**config.mk**
```make
export PLATFORM = sky130hd
export DESIGN_NAME = mem_arbiter_rr_flat
export DESIGN_NICKNAME = d
export VERILOG_FILES = /design/src/rtl/mem_arbiter_rr_if.sv /design/src/rtl/mem_arbiter_rr.sv /design/src/flat_wrapper.sv
export SDC_FILE = /design/constraint.sdc
export NUM_CORES = 1
export LEC_CHECK = 0
export BUFFER_PORTS_ARGS = -buffer_cell sky130_fd_sc_hd__buf_2
export CAP_MARGIN = 40
export CORE_ASPECT_RATIO = 1.4
export CORE_MARGIN = 2
export CORE_UTILIZATION = 40
export DETAILED_ROUTE_END_ITERATION = 6
export PLACE_DENSITY_LB_ADDON = 0.08
export SKIP_CTS_REPAIR_TIMING = 1
export SLEW_MARGIN = 0
export SYNTH_ARGS = -nofsm -noshare
export SYNTH_HDL_FRONTEND = slang
export SYNTH_SLANG_ARGS = --single-unit
export TNS_END_PERCENT = 100
```
**constraint.sdc**
```tcl
create_clock -name clk -period 4.1 [get_ports clk]
set_input_delay 0.205 -clock clk [delete_from_list [all_inputs] [get_ports clk]]
set_output_delay 0.205 -clock clk [all_outputs]
set_load 0.02 [all_outputs]
```
**src/rtl/mem_arbiter_rr_if.sv**
```systemverilog
// -----------------------------------------------------------------------------
// mem_arbiter_rr_if
// Bundles the N bus-master ports and the single SDRAM-controller port of the
// round-robin memory arbiter.
//
// Per-port vectors are flat. Port i occupies slice [i*W +: W]:
//   m_addr      N_PORTS*ADDR_W  word address of each master
//   m_data_out  N_PORTS*DATA_W  write data from each master
//   m_data_in   N_PORTS*DATA_W  registered read data back to each master
//   m_access    N_PORTS         request, held high until the matching m_ack
//   m_ack       N_PORTS         one-cycle registered completion, one-hot or zero
//   m_wr_en     N_PORTS         write enable
//   m_bytesel   N_PORTS*BSEL_W  byte selects
// Controller side:
//   sdram_m_addr      [ADDR_W:1]  muxed word address
//   sdram_m_data_out  DATA_W      muxed write data
//   sdram_m_data_in   DATA_W      read data from the controller
//   sdram_m_access    1           request to the controller
//   sdram_m_ack       1           one-cycle completion from the controller
//   sdram_m_wr_en     1           muxed write enable
//   sdram_m_bytesel   BSEL_W      muxed byte selects
//
// Handshake: a master raises m_access[i] with stable addr/data/wr_en/bytesel
// and holds it until it sees m_ack[i] (one cycle). The controller sees
// sdram_m_access while a grant is held and the granted master still
// requests; it completes the transfer with a one-cycle sdram_m_ack.
// Dropping m_access before completion abandons the transfer.
//
// Modports: slave = arbiter view, master = environment (masters + controller).
// -----------------------------------------------------------------------------
interface mem_arbiter_rr_if #(
   parameter int N_PORTS = 3,
   parameter int ADDR_W  = 19,
   parameter int DATA_W  = 16,
   parameter int BSEL_W  = 2
);
   logic [N_PORTS*ADDR_W-1:0] m_addr;
   logic [N_PORTS*DATA_W-1:0] m_data_out;
   logic [N_PORTS*DATA_W-1:0] m_data_in;
   logic [N_PORTS-1:0]        m_access;
   logic [N_PORTS-1:0]        m_ack;
   logic [N_PORTS-1:0]        m_wr_en;
   logic [N_PORTS*BSEL_W-1:0] m_bytesel;

   logic [ADDR_W:1]           sdram_m_addr;
   logic [DATA_W-1:0]         sdram_m_data_in;
   logic [DATA_W-1:0]         sdram_m_data_out;
   logic                      sdram_m_access;
   logic                      sdram_m_ack;
   logic                      sdram_m_wr_en;
   logic [BSEL_W-1:0]         sdram_m_bytesel;

   modport slave (
      input  m_addr, m_data_out, m_access, m_wr_en, m_bytesel,
      input  sdram_m_data_in, sdram_m_ack,
      output m_data_in, m_ack,
      output sdram_m_addr, sdram_m_data_out, sdram_m_access, sdram_m_wr_en, sdram_m_bytesel
   );

   modport master (
      output m_addr, m_data_out, m_access, m_wr_en, m_bytesel,
      output sdram_m_data_in, sdram_m_ack,
      input  m_data_in, m_ack,
      input  sdram_m_addr, sdram_m_data_out, sdram_m_access, sdram_m_wr_en, sdram_m_bytesel
   );
endinterface

```
**src/rtl/mem_arbiter_rr.sv**
```systemverilog
// -----------------------------------------------------------------------------
// mem_arbiter_rr
// N-port round-robin arbiter putting N memory-bus masters onto one SDRAM
// controller port. One transaction outstanding at a time; the search for the
// next grant starts just after the last completed port. Ack and read data
// back to the masters are registered (one cycle after sdram_m_ack).
//
// Ports:
//   clk           system clock
//   reset_n       synchronous active-low reset
//   bus           mem_arbiter_rr_if.slave (master ports + controller port)
//   grant_idx     port currently (or last) granted
//   grant_active  a grant is held (FSM in SERVE)
//   timeout_err   one-cycle pulse on watchdog abort (tied 0 without the macro)
//   state_dbg     FSM state: 0 = IDLE, 1 = SERVE
//
// Optional feature macro: ARB_TIMEOUT_EN
//   Defined: a watchdog counts SERVE cycles and aborts the grant after
//   TIMEOUT cycles without sdram_m_ack; the offender moves to the back of the
//   rotation. Undefined: SERVE waits indefinitely.
// -----------------------------------------------------------------------------
module mem_arbiter_rr #(
   parameter int   N_PORTS = 3,
   parameter int   ADDR_W  = 19,
   parameter int   DATA_W  = 16,
   parameter int   BSEL_W  = 2,
   parameter int   TIMEOUT = 255,
   localparam int  IDX_W   = $clog2(N_PORTS)
) (
   input  logic                  clk,
   input  logic                  reset_n,
   mem_arbiter_rr_if.slave       bus,
   output logic [IDX_W-1:0]      grant_idx,
   output logic                  grant_active,
   output logic                  timeout_err,
   output logic                  state_dbg
);

   if (N_PORTS < 2 || N_PORTS > 8 || TIMEOUT < 1) begin : g_bad_cfg
      $error("mem_arbiter_rr: N_PORTS must be 2..8 and TIMEOUT >= 1");
   end

   typedef enum logic {IDLE = 1'b0, SERVE = 1'b1} state_t;

   state_t             state, state_nxt;
   logic [IDX_W-1:0]   grant_idx_nxt;
   logic [IDX_W-1:0]   last, last_nxt;
   logic [N_PORTS-1:0] ack_nxt;
   logic               capture;
   logic [IDX_W:0]     pick;

   // Returns {hit, index} of the first requester after 'from', wrapping.
   function automatic logic [IDX_W:0] rr_pick(input logic [N_PORTS-1:0] req,
                                              input logic [IDX_W-1:0]   from);
      logic [IDX_W:0] res;
      int             cand;
      res = '0;
      for (int k = 1; k <= N_PORTS; k++) begin
         cand = (int'(from) + k) % N_PORTS;
         if (!res[IDX_W] && req[cand]) res = {1'b1, IDX_W'(cand)};
      end
      return res;
   endfunction

   assign pick         = rr_pick(bus.m_access, last);
   assign grant_active = (state == SERVE);
   assign state_dbg    = state;

   // Address/data/control always follow grant_idx, even while idle; only the
   // request itself is qualified by the grant.
   assign bus.sdram_m_addr     = bus.m_addr[grant_idx*ADDR_W +: ADDR_W];
   assign bus.sdram_m_data_out = bus.m_data_out[grant_idx*DATA_W +: DATA_W];
   assign bus.sdram_m_wr_en    = bus.m_wr_en[grant_idx];
   assign bus.sdram_m_bytesel  = bus.m_bytesel[grant_idx*BSEL_W +: BSEL_W];
   assign bus.sdram_m_access   = grant_active & bus.m_access[grant_idx];

`ifdef ARB_TIMEOUT_EN
   localparam int WD_W = $clog2(TIMEOUT + 1);
   logic [WD_W-1:0] wdog, wdog_nxt;
   logic            tmo_nxt;
`endif

   always_comb begin
      state_nxt     = state;
      grant_idx_nxt = grant_idx;
      last_nxt      = last;
      ack_nxt       = '0;
      capture       = 1'b0;
`ifdef ARB_TIMEOUT_EN
      wdog_nxt      = wdog;
      tmo_nxt       = 1'b0;
`endif
      case (state)
         IDLE: begin
            if (pick[IDX_W]) begin
               state_nxt     = SERVE;
               grant_idx_nxt = pick[IDX_W-1:0];
`ifdef ARB_TIMEOUT_EN
               wdog_nxt      = '0;
`endif
            end
         end
         SERVE: begin
`ifdef ARB_TIMEOUT_EN
            wdog_nxt = wdog + 1'b1;
`endif
            if (bus.sdram_m_ack) begin
               state_nxt          = IDLE;
               last_nxt           = grant_idx;
               ack_nxt[grant_idx] = 1'b1;
               capture            = 1'b1;
            end else if (!bus.m_access[grant_idx]) begin
               // Abandoned transfer: rotation point stays where it was.
               state_nxt = IDLE;
            end
`ifdef ARB_TIMEOUT_EN
            else if (wdog == WD_W'(TIMEOUT - 1)) begin
               // Offender goes to the back of the rotation.
               state_nxt = IDLE;
               last_nxt  = grant_idx;
               tmo_nxt   = 1'b1;
            end
`endif
         end
         default: state_nxt = IDLE;
      endcase
   end

   always_ff @(posedge clk) begin
      if (!reset_n) begin
         state         <= IDLE;
         grant_idx     <= '0;
         last          <= IDX_W'(N_PORTS - 1);
         bus.m_ack     <= '0;
         bus.m_data_in <= '0;
      end else begin
         state     <= state_nxt;
         grant_idx <= grant_idx_nxt;
         last      <= last_nxt;
         bus.m_ack <= ack_nxt;
         if (capture) bus.m_data_in[grant_idx*DATA_W +: DATA_W] <= bus.sdram_m_data_in;
      end
   end

`ifdef ARB_TIMEOUT_EN
   always_ff @(posedge clk) begin
      if (!reset_n) begin
         wdog        <= '0;
         timeout_err <= 1'b0;
      end else begin
         wdog        <= wdog_nxt;
         timeout_err <= tmo_nxt;
      end
   end
`else
   assign timeout_err = 1'b0;
`endif

endmodule
```
**src/flat_wrapper.sv**
```systemverilog
// flat-port wrapper written by rule: the top's interface ports become plain ports
module mem_arbiter_rr_flat 
#(
   parameter int   N_PORTS = 3,
   parameter int   ADDR_W  = 19,
   parameter int   DATA_W  = 16,
   parameter int   BSEL_W  = 2,
   parameter int   TIMEOUT = 255,
   localparam int  IDX_W   = $clog2(N_PORTS)
)
  (clk, reset_n, grant_idx, grant_active, timeout_err, state_dbg, bus_m_addr, bus_m_data_out, bus_m_access, bus_m_wr_en, bus_m_bytesel, bus_sdram_m_data_in, bus_sdram_m_ack, bus_m_data_in, bus_m_ack, bus_sdram_m_addr, bus_sdram_m_data_out, bus_sdram_m_access, bus_sdram_m_wr_en, bus_sdram_m_bytesel);
  mem_arbiter_rr_if #(.N_PORTS(N_PORTS), .ADDR_W(ADDR_W), .DATA_W(DATA_W), .BSEL_W(BSEL_W)) bus_i ();
  input  logic clk;
  input  logic reset_n;
  output logic [IDX_W-1:0] grant_idx;
  output logic grant_active;
  output logic timeout_err;
  output logic state_dbg;
  input wire logic [$bits(bus_i.m_addr)-1:0] bus_m_addr;
  input wire logic [$bits(bus_i.m_data_out)-1:0] bus_m_data_out;
  input wire logic [$bits(bus_i.m_access)-1:0] bus_m_access;
  input wire logic [$bits(bus_i.m_wr_en)-1:0] bus_m_wr_en;
  input wire logic [$bits(bus_i.m_bytesel)-1:0] bus_m_bytesel;
  input wire logic [$bits(bus_i.sdram_m_data_in)-1:0] bus_sdram_m_data_in;
  input wire logic [$bits(bus_i.sdram_m_ack)-1:0] bus_sdram_m_ack;
  output wire logic [$bits(bus_i.m_data_in)-1:0] bus_m_data_in;
  output wire logic [$bits(bus_i.m_ack)-1:0] bus_m_ack;
  output wire logic [$bits(bus_i.sdram_m_addr)-1:0] bus_sdram_m_addr;
  output wire logic [$bits(bus_i.sdram_m_data_out)-1:0] bus_sdram_m_data_out;
  output wire logic [$bits(bus_i.sdram_m_access)-1:0] bus_sdram_m_access;
  output wire logic [$bits(bus_i.sdram_m_wr_en)-1:0] bus_sdram_m_wr_en;
  output wire logic [$bits(bus_i.sdram_m_bytesel)-1:0] bus_sdram_m_bytesel;
  assign bus_i.m_addr = bus_m_addr;
  assign bus_i.m_data_out = bus_m_data_out;
  assign bus_i.m_access = bus_m_access;
  assign bus_i.m_wr_en = bus_m_wr_en;
  assign bus_i.m_bytesel = bus_m_bytesel;
  assign bus_i.sdram_m_data_in = bus_sdram_m_data_in;
  assign bus_i.sdram_m_ack = bus_sdram_m_ack;
  assign bus_m_data_in = bus_i.m_data_in;
  assign bus_m_ack = bus_i.m_ack;
  assign bus_sdram_m_addr = bus_i.sdram_m_addr;
  assign bus_sdram_m_data_out = bus_i.sdram_m_data_out;
  assign bus_sdram_m_access = bus_i.sdram_m_access;
  assign bus_sdram_m_wr_en = bus_i.sdram_m_wr_en;
  assign bus_sdram_m_bytesel = bus_i.sdram_m_bytesel;
  mem_arbiter_rr #(.N_PORTS(N_PORTS), .ADDR_W(ADDR_W), .DATA_W(DATA_W), .BSEL_W(BSEL_W), .TIMEOUT(TIMEOUT)) u_core (.clk(clk), .reset_n(reset_n), .bus(bus_i), .grant_idx(grant_idx), .grant_active(grant_active), .timeout_err(timeout_err), .state_dbg(state_dbg));
endmodule
```
== Word-level counts from Yosys, hierarchy flattened ==
Cells that the tools add are included.

* Logic and storage cells: 58
* Output and inout bits: 95
* Register bits: 56

* Div/mod/pow operators: 3
* Multipliers: 1
* Mux-type cells: 25
* Reductions and logical operators: 8
* Bitwise logic cells: 2
* Shift operators: 5
* Order comparisons: 5
* Add/sub/neg operators: 4

{| class="wikitable"
|+ Operators with widths
! operator !! number
|-
| less-than comparator 32 x 4 -> 1 bit, second input constant || 3
|-
| modulo 32 x 3 -> 32 bit, second input constant || 3
|-
| variable part select 57 x 8 -> 19 bit || 1
|-
| bitwise mux 48 bit || 1
|-
| variable shift 16 x 34 -> 48 bit, first input constant || 1
|-
| variable part select 16 x 34 -> 48 bit || 1
|-
| variable part select 48 x 7 -> 16 bit || 1
|-
| negator 6 -> 34 bit || 1
|-
| 2-to-1 mux 1 bit || 14
|-
| binary-select mux 1 bit (select 2 bit) || 5
|-
| 2-to-1 mux 3 bit || 3
|-
| multiplier 2 x 5 -> 7 bit, second input constant || 1
|-
| adder 2 x 2 -> 3 bit, second input constant || 2
|-
| variable part select 6 x 4 -> 2 bit || 1
|-
| AND reduction 2 bit || 2
|-
| adder 2 x 1 -> 3 bit, second input constant || 1
|-
| logical AND 1 bit || 3
|-
| less-than comparator 2 x 3 -> 1 bit, second input constant || 1
|-
| AND reduction 3 bit || 1
|-
| demux 1 bit (select 2 bit) || 1
|-
| >= comparator 2 x 1 -> 1 bit, second input constant || 1
|-
| logical NOT 1 bit || 2
|-
| one-hot mux 1 bit (2 select lines) || 1
|-
| bitwise AND 1 bit || 1
|-
| NOT 1 bit || 1
|}

== Logic depth before layout (Yosys ltp) ==
Gate-level depths: netlist of run 1.

* Word-level depth: 14
* Gate-level depth with buffers: 9

== Worst setup path after synthesis of run 1 ==
No wires, ideal clock.

* Path kind: flip-flop to flip-flop
* From: register u_core.grant_idx[1]
* To: register u_core.bus.m_data_in[10]
* Data arrival time: 2146 ps
* Path slack: 1896 ps
* Period minus slack after synthesis: 2204 ps
* Cell stages (with the launch flop): 9
* Library setup time: 59 ps
* Cells stage by stage: dfxtp_1 -> clkbuf_1 -> buf_2 -> inv_1 -> ha_1 -> nand4bb_1 -> nor3_1 -> buf_2 -> a22o_1

* Word-level cells in the longest chain between the ends: 3
* Elaborated cells on any way between the ends: 4
* Classes of those cells: add/sub: 1; shift: 2; mux: 1

{| class="wikitable"
|+ Ends and longest elaborated chain
! what !! RTL line !! RTL
|-
| start, declared || mem_arbiter_rr.sv:33 || <nowiki>output logic [IDX_W-1:0] grant_idx,</nowiki>
|-
| start signal, assigned || mem_arbiter_rr.sv:138 || <nowiki>grant_idx <= grant_idx_nxt;</nowiki>
|-
| negator 6 -> 34 bit * || mem_arbiter_rr.sv:141 || <nowiki>if (capture) bus.m_data_in[grant_idx*DATA_W +: DATA_W] <= bus.sdram_m_data_in;</nowiki>
|-
| variable part select 16 x 34 -> 48 bit / variable shift 16 x 34 -> 48 bit (equally long branches) || mem_arbiter_rr.sv:141 ||
|-
| bitwise mux 48 bit * || mem_arbiter_rr.sv:141 ||
|-
| end signal, assigned by index || mem_arbiter_rr.sv:141 ||
|-
| end, declared || mem_arbiter_rr_if.sv:56 || <nowiki>output m_data_in, m_ack,</nowiki>
|}

Mark *: on every way between the ends. The rest lies on a longest branch, timed or not.
A chain may end at the register's enable or synchronous reset.

== Worst setup path in the final report of run 1 ==
* From: register u_core.grant_idx[0]
* To: register u_core.bus.m_data_in[26]

Same word-level chain as after synthesis.

==> results.sh, run 1 <==
export IMPL_htree_levels=2
export IMPL_grt_pass1_wl_um=15800
export IMPL_ys_flop_type="dfxtp_1"
export IMPL_num_rows=37
export IMPL_ant_nets=0
export IMPL_ys_warn_count=0
export IMPL_drt_initial_drc_count=116
export IMPL_antenna_cells=0
export IMPL_postSynthCellCount=361
export IMPL_ys_async_sr_fraction_pct=0
export IMPL_drc=0
export IMPL_place_area_mm2=0.00421
export IMPL_dp_cells=665
export IMPL_gp_congestion=0.892
export IMPL_yosysSeqAreaShare_pct=36.9
export IMPL_clk_pin_slew_ns=0.10
export IMPL_maxSlewViolCount=0
export IMPL_hpwl_um=7600
export IMPL_power_density_mw_per_mm2=342
export IMPL_final_setup_viol_count=0
export IMPL_synth_seq_cells=56
export IMPL_grt_max_degree=47
export IMPL_die_area_mm2=0.00831
export IMPL_clk_latency_ns=0.31
export IMPL_nets=720
export IMPL_portBuffers=229
export IMPL_hold_path_class="input port to register"
export IMPL_tightestPinTransition_ns=0.871
export IMPL_core_area_mm2=0.00736
export IMPL_critPathTopFamily="simple AND/OR/NAND/NOR gates"
export IMPL_first_pass_iters=4
export IMPL_p_leak_nw=2.11
export IMPL_antenna_found_initial=0
export IMPL_r2r_start="u_core.grant_idx[0]"
export IMPL_grt_pass1_vias=3247
export IMPL_crit_path_end_kind="register"
export IMPL_crit_path_cell_trace="buf_4 > ha_1 > nand3_2 > nor3_4 > a22oi_1 > nor2_1"
export IMPL_relSlewSlack_pct=41.5
export IMPL_cp_max_fo=46
export IMPL_instances_no_fill=673
export IMPL_r2r_worst_path_cells=6
export IMPL_syn_to_final_growth_pct=41.8
export IMPL_rsz0062_at_grt="false"
export IMPL_status="completed"
export IMPL_cp_slowest_cell="nor3_4"
export IMPL_r2r_end="u_core.bus.m_data_in[26]"
export IMPL_viasPerCell=5.12
export IMPL_drv_cap=0
export IMPL_final_util_pct=58.5
export IMPL_synth_edff_count=0
export IMPL_synth_area_mm2=0.00303
export IMPL_cp_slowest_stage_delay_ns=0.69
export IMPL_setup_tns_ns=0
export IMPL_arrival_ns=2.60
export IMPL_endpoint="u_core.bus.m_data_in[26]"
export IMPL_synth_net_count=506
export IMPL_clkSinkCount=56
export IMPL_ir_drop_mv=0.280
export IMPL_worstSetupStartpointType="register"
export IMPL_wl_per_cell_um=14.8
export IMPL_grt_util_all_layers_pct=23.1
export IMPL_fin_worst_skew_ns=0.00633
export IMPL_synth_distinct_cells=39
export IMPL_worstPathRequired_ns=4.35
export IMPL_start_util_pct=41.2
export IMPL_layout_min_cycle_time_ns=2.35
export IMPL_rrSetupSlack_ns=1.75
export IMPL_max_freq_mhz=426
export IMPL_hold_viol_final=0
export IMPL_crit_start="u_core.grant_idx[0]"
export IMPL_ctsLongestPathBuffers=2
export IMPL_crit_buf_inv=1
export IMPL_syn_mean_instance_area_um2=8.40
export IMPL_timing_final_crit_share_pct=57.2
export IMPL_num_vias=3444
export IMPL_critical_path_class="register to register"
export IMPL_final_area_mm2=0.00430
export IMPL_drive_gt1_share_pct=43.2
export IMPL_crit_cells=6
export IMPL_cts_root_buf="clkbuf_8"
export IMPL_finalPower_mw=1.47
export IMPL_grt_overflow=0
export IMPL_wl_um=9930
export IMPL_die_w_um=77.6
export IMPL_cts_buffers=5
export IMPL_ios=231
export IMPL_die_h_um=107
export IMPL_cts_tree="yes"
-- placed cells by master, fill, tap and decap left out, types with 3 or more instances in the layout --
cell type / synthesis / routed
a21oi_1: 6 / 6
a22o_1: 11 / 11
a22oi_1: 37 / 37
and3_1: 3 / 3
buf_2: 11 / 229
buf_4: 3 / 6
clkbuf_8: 0 / 5
dfxtp_1: 56 / 55
ha_1: 9 / 9
inv_1: 9 / 9
mux2i_1: 40 / 40
nand2_1: 47 / 47
nand3b_1: 4 / 4
nor2_1: 43 / 42
o211ai_1: 3 / 3
o21ai_0: 39 / 39
-- cell usage after synthesis (all sizes together), types with 2 or more instances --
cell type | count | area (µm²)
a22oi | 37 | 278
ha | 9 | 113
a21oi | 6 | 30.0
nor3 | 3 | 26.3
buf | 15 | 88.8
mux2i | 40 | 400
a21o | 2 | 15.0
nand3b | 4 | 30.0
nor2 | 43 | 161
nand2b | 2 | 12.5
o21a | 2 | 15.0
o211ai | 3 | 22.5
inv | 9 | 33.8
clkbuf | 13 | 48.8
and3 | 3 | 18.8
nand3 | 2 | 27.5
dfxtp | 56 | 1120
nand2 | 47 | 176
a22o | 11 | 96.3
o21ai | 39 | 195
-- power by group --
part / internal, mW / switching (mW)
Sequential: 0.558 / 0.0130
Clock: 0.126 / 0.184
Combinational: 0.223 / 0.367
Total: 0.907 / 0.564
-- through the flow --
step / setup slack (ns) / hold slack (ns)
after global placement: 1.86 / 0.439
after detailed placement: 1.75 / 0.445
after floorplan: 1.90 / 0.294
after global routing: 1.44 / 0.129
final: 1.75 / 0.125
after CTS: 1.70 / 0.124
-- cells by family (layout without fill, tap and decap cells) --
kind of cell / count (synthesis) / count (layout) / share of synthesized area (%)
AND/OR/NAND/NOR: 110 / 110 / 16.9
multiplexers: 40 / 40 / 13.2
flip-flops: 56 / 56 / 36.9
AO/OA/AOI/OAI: 107 / 107 / 23.4
buffers and inverters: 38 / 253 / 5.77
other: 1 / 1 / 0.124
adder cells (fa/ha/maj): 9 / 9 / 3.71
-- worst min path at each step --
| stage | to | from | slack (ns) | depth (start not counted) |
|---|---|---|---|---|
| finish | u_core.last[1] | reset_n | 0.13 | 2 |
| detailed placement | u_core.last[1] | reset_n | 0.44 | 2 |
| global route | u_core.last[1] | reset_n | 0.13 | 2 |
| global placement | u_core.last[1] | reset_n | 0.44 | 2 |
| floorplan | u_core.last[1] | reset_n | 0.29 | 1 |
| CTS | u_core.last[1] | reset_n | 0.12 | 2 |
-- state kept, by name, indices dropped and copies added, names as in the netlist --
register              flops
u_core.bus.m_ack          3
u_core.bus.m_data_in     48
u_core.grant_active       1
u_core.grant_idx          2
u_core.last               2
-- layout make-up --
cell class / count / area (µm²)
fillers: 674 / 3060
inverters: 10 / 37.5
multi-input cells: 267 / 1740
well taps: 97 / 121
flip-flops and latches: 56 / 1120
clock inverters: 2 / 17.5
repair buffers: 235 / 1190
clock buffers: 6 / 72.6
-- per-layer routing --
metal | GRT usage [%] | up-vias | part of all wire [%]
li1 | - | 1702 | -
met1 | 27.9 | 1591 | 41
met2 | 41.4 | 142 | 50
met3 | 4.80 | 9 | 7.4
met4 | 5.48 | 0 | 1.2
met5 | 0 | - | 0
Power figures use the tool's default switching activity.
==> inputs of run 2 (changes only) <==
--- a/config.mk
+++ b/config.mk
@@ -9,7 +9,7 @@
 export CAP_MARGIN = 40
 export CORE_ASPECT_RATIO = 1.4
 export CORE_MARGIN = 2
-export CORE_UTILIZATION = 40
+export CORE_UTILIZATION = 36
 export DETAILED_ROUTE_END_ITERATION = 6
 export PLACE_DENSITY_LB_ADDON = 0.08
 export SKIP_CTS_REPAIR_TIMING = 1
==> constraint.sdc (replaced) <==
create_clock -name clk -period 1.93 [get_ports clk]
set_input_delay 0.0965 -clock clk [delete_from_list [all_inputs] [get_ports clk]]
set_output_delay 0.0965 -clock clk [all_outputs]
set_load 0.02 [all_outputs]
==> results.sh, run 2 (same netlist as run 1, synthesis figures left out) <==
export IMPL_num_rows=39
export IMPL_viasPerCell=5.03
export IMPL_ant_nets=0
export IMPL_die_w_um=81.6
export IMPL_drt_initial_drc_count=117
export IMPL_p_sw_mw=1.25
export IMPL_num_vias=3447
export IMPL_grt_pass1_wl_um=15500
export IMPL_nets=727
export IMPL_place_area_mm2=0.00429
export IMPL_cts_tree="yes"
export IMPL_maxSlewViolCount=0
export IMPL_start_util_pct=37.0
export IMPL_tightestPinTransition_ns=0.950
export IMPL_switching_share_pct=35.3
export IMPL_worstPathRequired_ns=1.83
export IMPL_antenna_cells=0
export IMPL_htree_levels=2
export IMPL_hpwl_um=8110
export IMPL_p_leak_nw=2.18
export IMPL_layout_commonest_cell="buf_2"
export IMPL_final_setup_viol_count=0
export IMPL_seq_power_share_pct=34.1
export IMPL_largest_reg_flops=48
export IMPL_worstSetupStartpointType="register"
export IMPL_drv_cap=0
export IMPL_pwr_share_comb_pct=37.2
export IMPL_holdWs_ns=0.0532
export IMPL_top_register="u_core.bus.m_data_in"
export IMPL_layout_min_cycle_time_ns=1.84
export IMPL_final_area_mm2=0.00446
export IMPL_hold_path_class="input port to register"
export IMPL_clk_pin_slew_ns=0.07
export IMPL_p_clk_share_pct=28.7
export IMPL_power_density_mw_per_mm2=795
export IMPL_die_h_um=113
export IMPL_relSlewSlack_pct=36.7
export IMPL_arrival_ns=1.74
export IMPL_intPower_mw=2.29
export IMPL_clkSinkCount=56
export IMPL_grt_overflow=0
export IMPL_first_pass_iters=4
export IMPL_crit_path_end_kind="primary output"
export IMPL_ctsLongestPathBuffers=2
export IMPL_drive_gt1_share_pct=44.3
export IMPL_grt_max_degree=46
export IMPL_reg_top3="u_core.bus.m_data_in x48, u_core.bus.m_ack x3"
export IMPL_clk_latency_ns=0.29
export IMPL_critical_path_class="register to primary output"
export IMPL_dp_slack_ns=0.167
export IMPL_gp_congestion=0.809
export IMPL_cp_slowest_cell="dfxtp_2"
export IMPL_cts_root_buf="clkbuf_16"
export IMPL_hold_viol_final=0
export IMPL_wl_per_cell_um=15.5
export IMPL_cts_buffers=5
export IMPL_status="completed"
export IMPL_worst_slack_ns=0.0897
export IMPL_core_area_mm2=0.00820
export IMPL_wl_um=10600
export IMPL_crit_path_cell_trace="inv_1 > buf_4 > nor2_2 > buf_4 > nand2_1 > o21ai_0 > buf_2"
export IMPL_rsz0062_at_grt="false"
export IMPL_timing_final_crit_share_pct=95.4
export IMPL_max_freq_mhz=543
export IMPL_ir_drop_mv=0.692
export IMPL_final_cell_mix="229 x buf_2, 54 x dfxtp_1, 47 x nand2_1"
export IMPL_fillers=802
export IMPL_grt_pass1_vias=3106
export IMPL_antenna_found_initial=0
export IMPL_finalPower_mw=3.54
export IMPL_path_common_cell="buf_4"
export IMPL_setup_tns_ns=0
export IMPL_drc=0
export IMPL_grt_util_all_layers_pct=21.4
export IMPL_cp_max_fo=32
export IMPL_ios=231
export IMPL_die_area_mm2=0.00919
export IMPL_fin_worst_skew_ns=0.00586
export IMPL_portBuffers=229
export IMPL_cp_slowest_stage_delay_ns=0.34
export IMPL_syn_to_final_growth_pct=46.9
-- run 2: changes by cell type in the layout (fill, tap and decap cells not counted), moves of 2 or more --
cell / change
buf_4: +6
clkbuf_16: +5
clkbuf_8: -5
inv_6: -2
-- run 2: cell type report --
| class | count | area (µm²) | area share (%) |
|---|---|---|---|
| clock inverters | 2 | 35.0 | 0.786 |
| inverters | 10 | 37.5 | 0.842 |
| multi-input cells | 267 | 1750 | 39.2 |
| flip-flops and latches | 56 | 1130 | 25.3 |
| clock buffers | 6 | 129 | 2.89 |
| repair buffers | 242 | 1260 | 28.2 |
| well taps | 102 | 128 | 2.86 |
-- run 2: worst max-delay path, delay by kind of cell, from the launching register on --
| family | cells | cell delay [ns] |
|---|---|---|
| simple gates | 2 | 0.20 |
| compound gates | 1 | 0.13 |
| buf+inv | 4 | 0.77 |
| flops | 1 | 0.34 |
-- run 2: routing by layer --
metal  global-route usage, %  routed length (µm)  vias up  part of all wire, %
li1                        -                   -     1716                    -
met1                    26.3                4300     1575                   41
met2                    37.2                5180      146                   49
met3                    3.94                 956       10                  9.0
met4                    6.89                 175        0                  1.7
met5                       0                   0        -                    0
-- run 2: per-stage QoR --
stage | cells | utilization, %
CTS | 685 | 54.4
detailed placement | 677 | 52.4
global placement | 677 | 52.4
finish | 685 | 54.4
floorplan | 361 | -
global route | 685 | 54.4
-- run 2: path summary, 6_finish.rpt --
path	startpoint	end	slack, ns	cells after the start
worst max-delay path	u_core.grant_idx[0]	bus_sdram_m_addr[15]	0.09	7
worst min-delay path	bus_sdram_m_data_in[13]	u_core.bus.m_data_in[13]	0.05	2
worst max register to register	u_core.last[1]	u_core.grant_idx[0]	0.16	6
worst min register to register	u_core.bus.m_data_in[18]	u_core.bus.m_data_in[18]	0.45	2
-- run 2: power groups by stage --
| stage | registers [mW] | clock network, mW | logic, mW |
|---|---|---|---|
| floorplan | 1.27 | 0 | 0.789 |
| global placement | 1.23 | 0 | 1.31 |
| detailed placement | 1.23 | 0 | 1.33 |
| CTS | 1.21 | 1.05 | 1.33 |
| global route | 1.21 | 1.09 | 1.42 |
| finish | 1.21 | 1.02 | 1.32 |
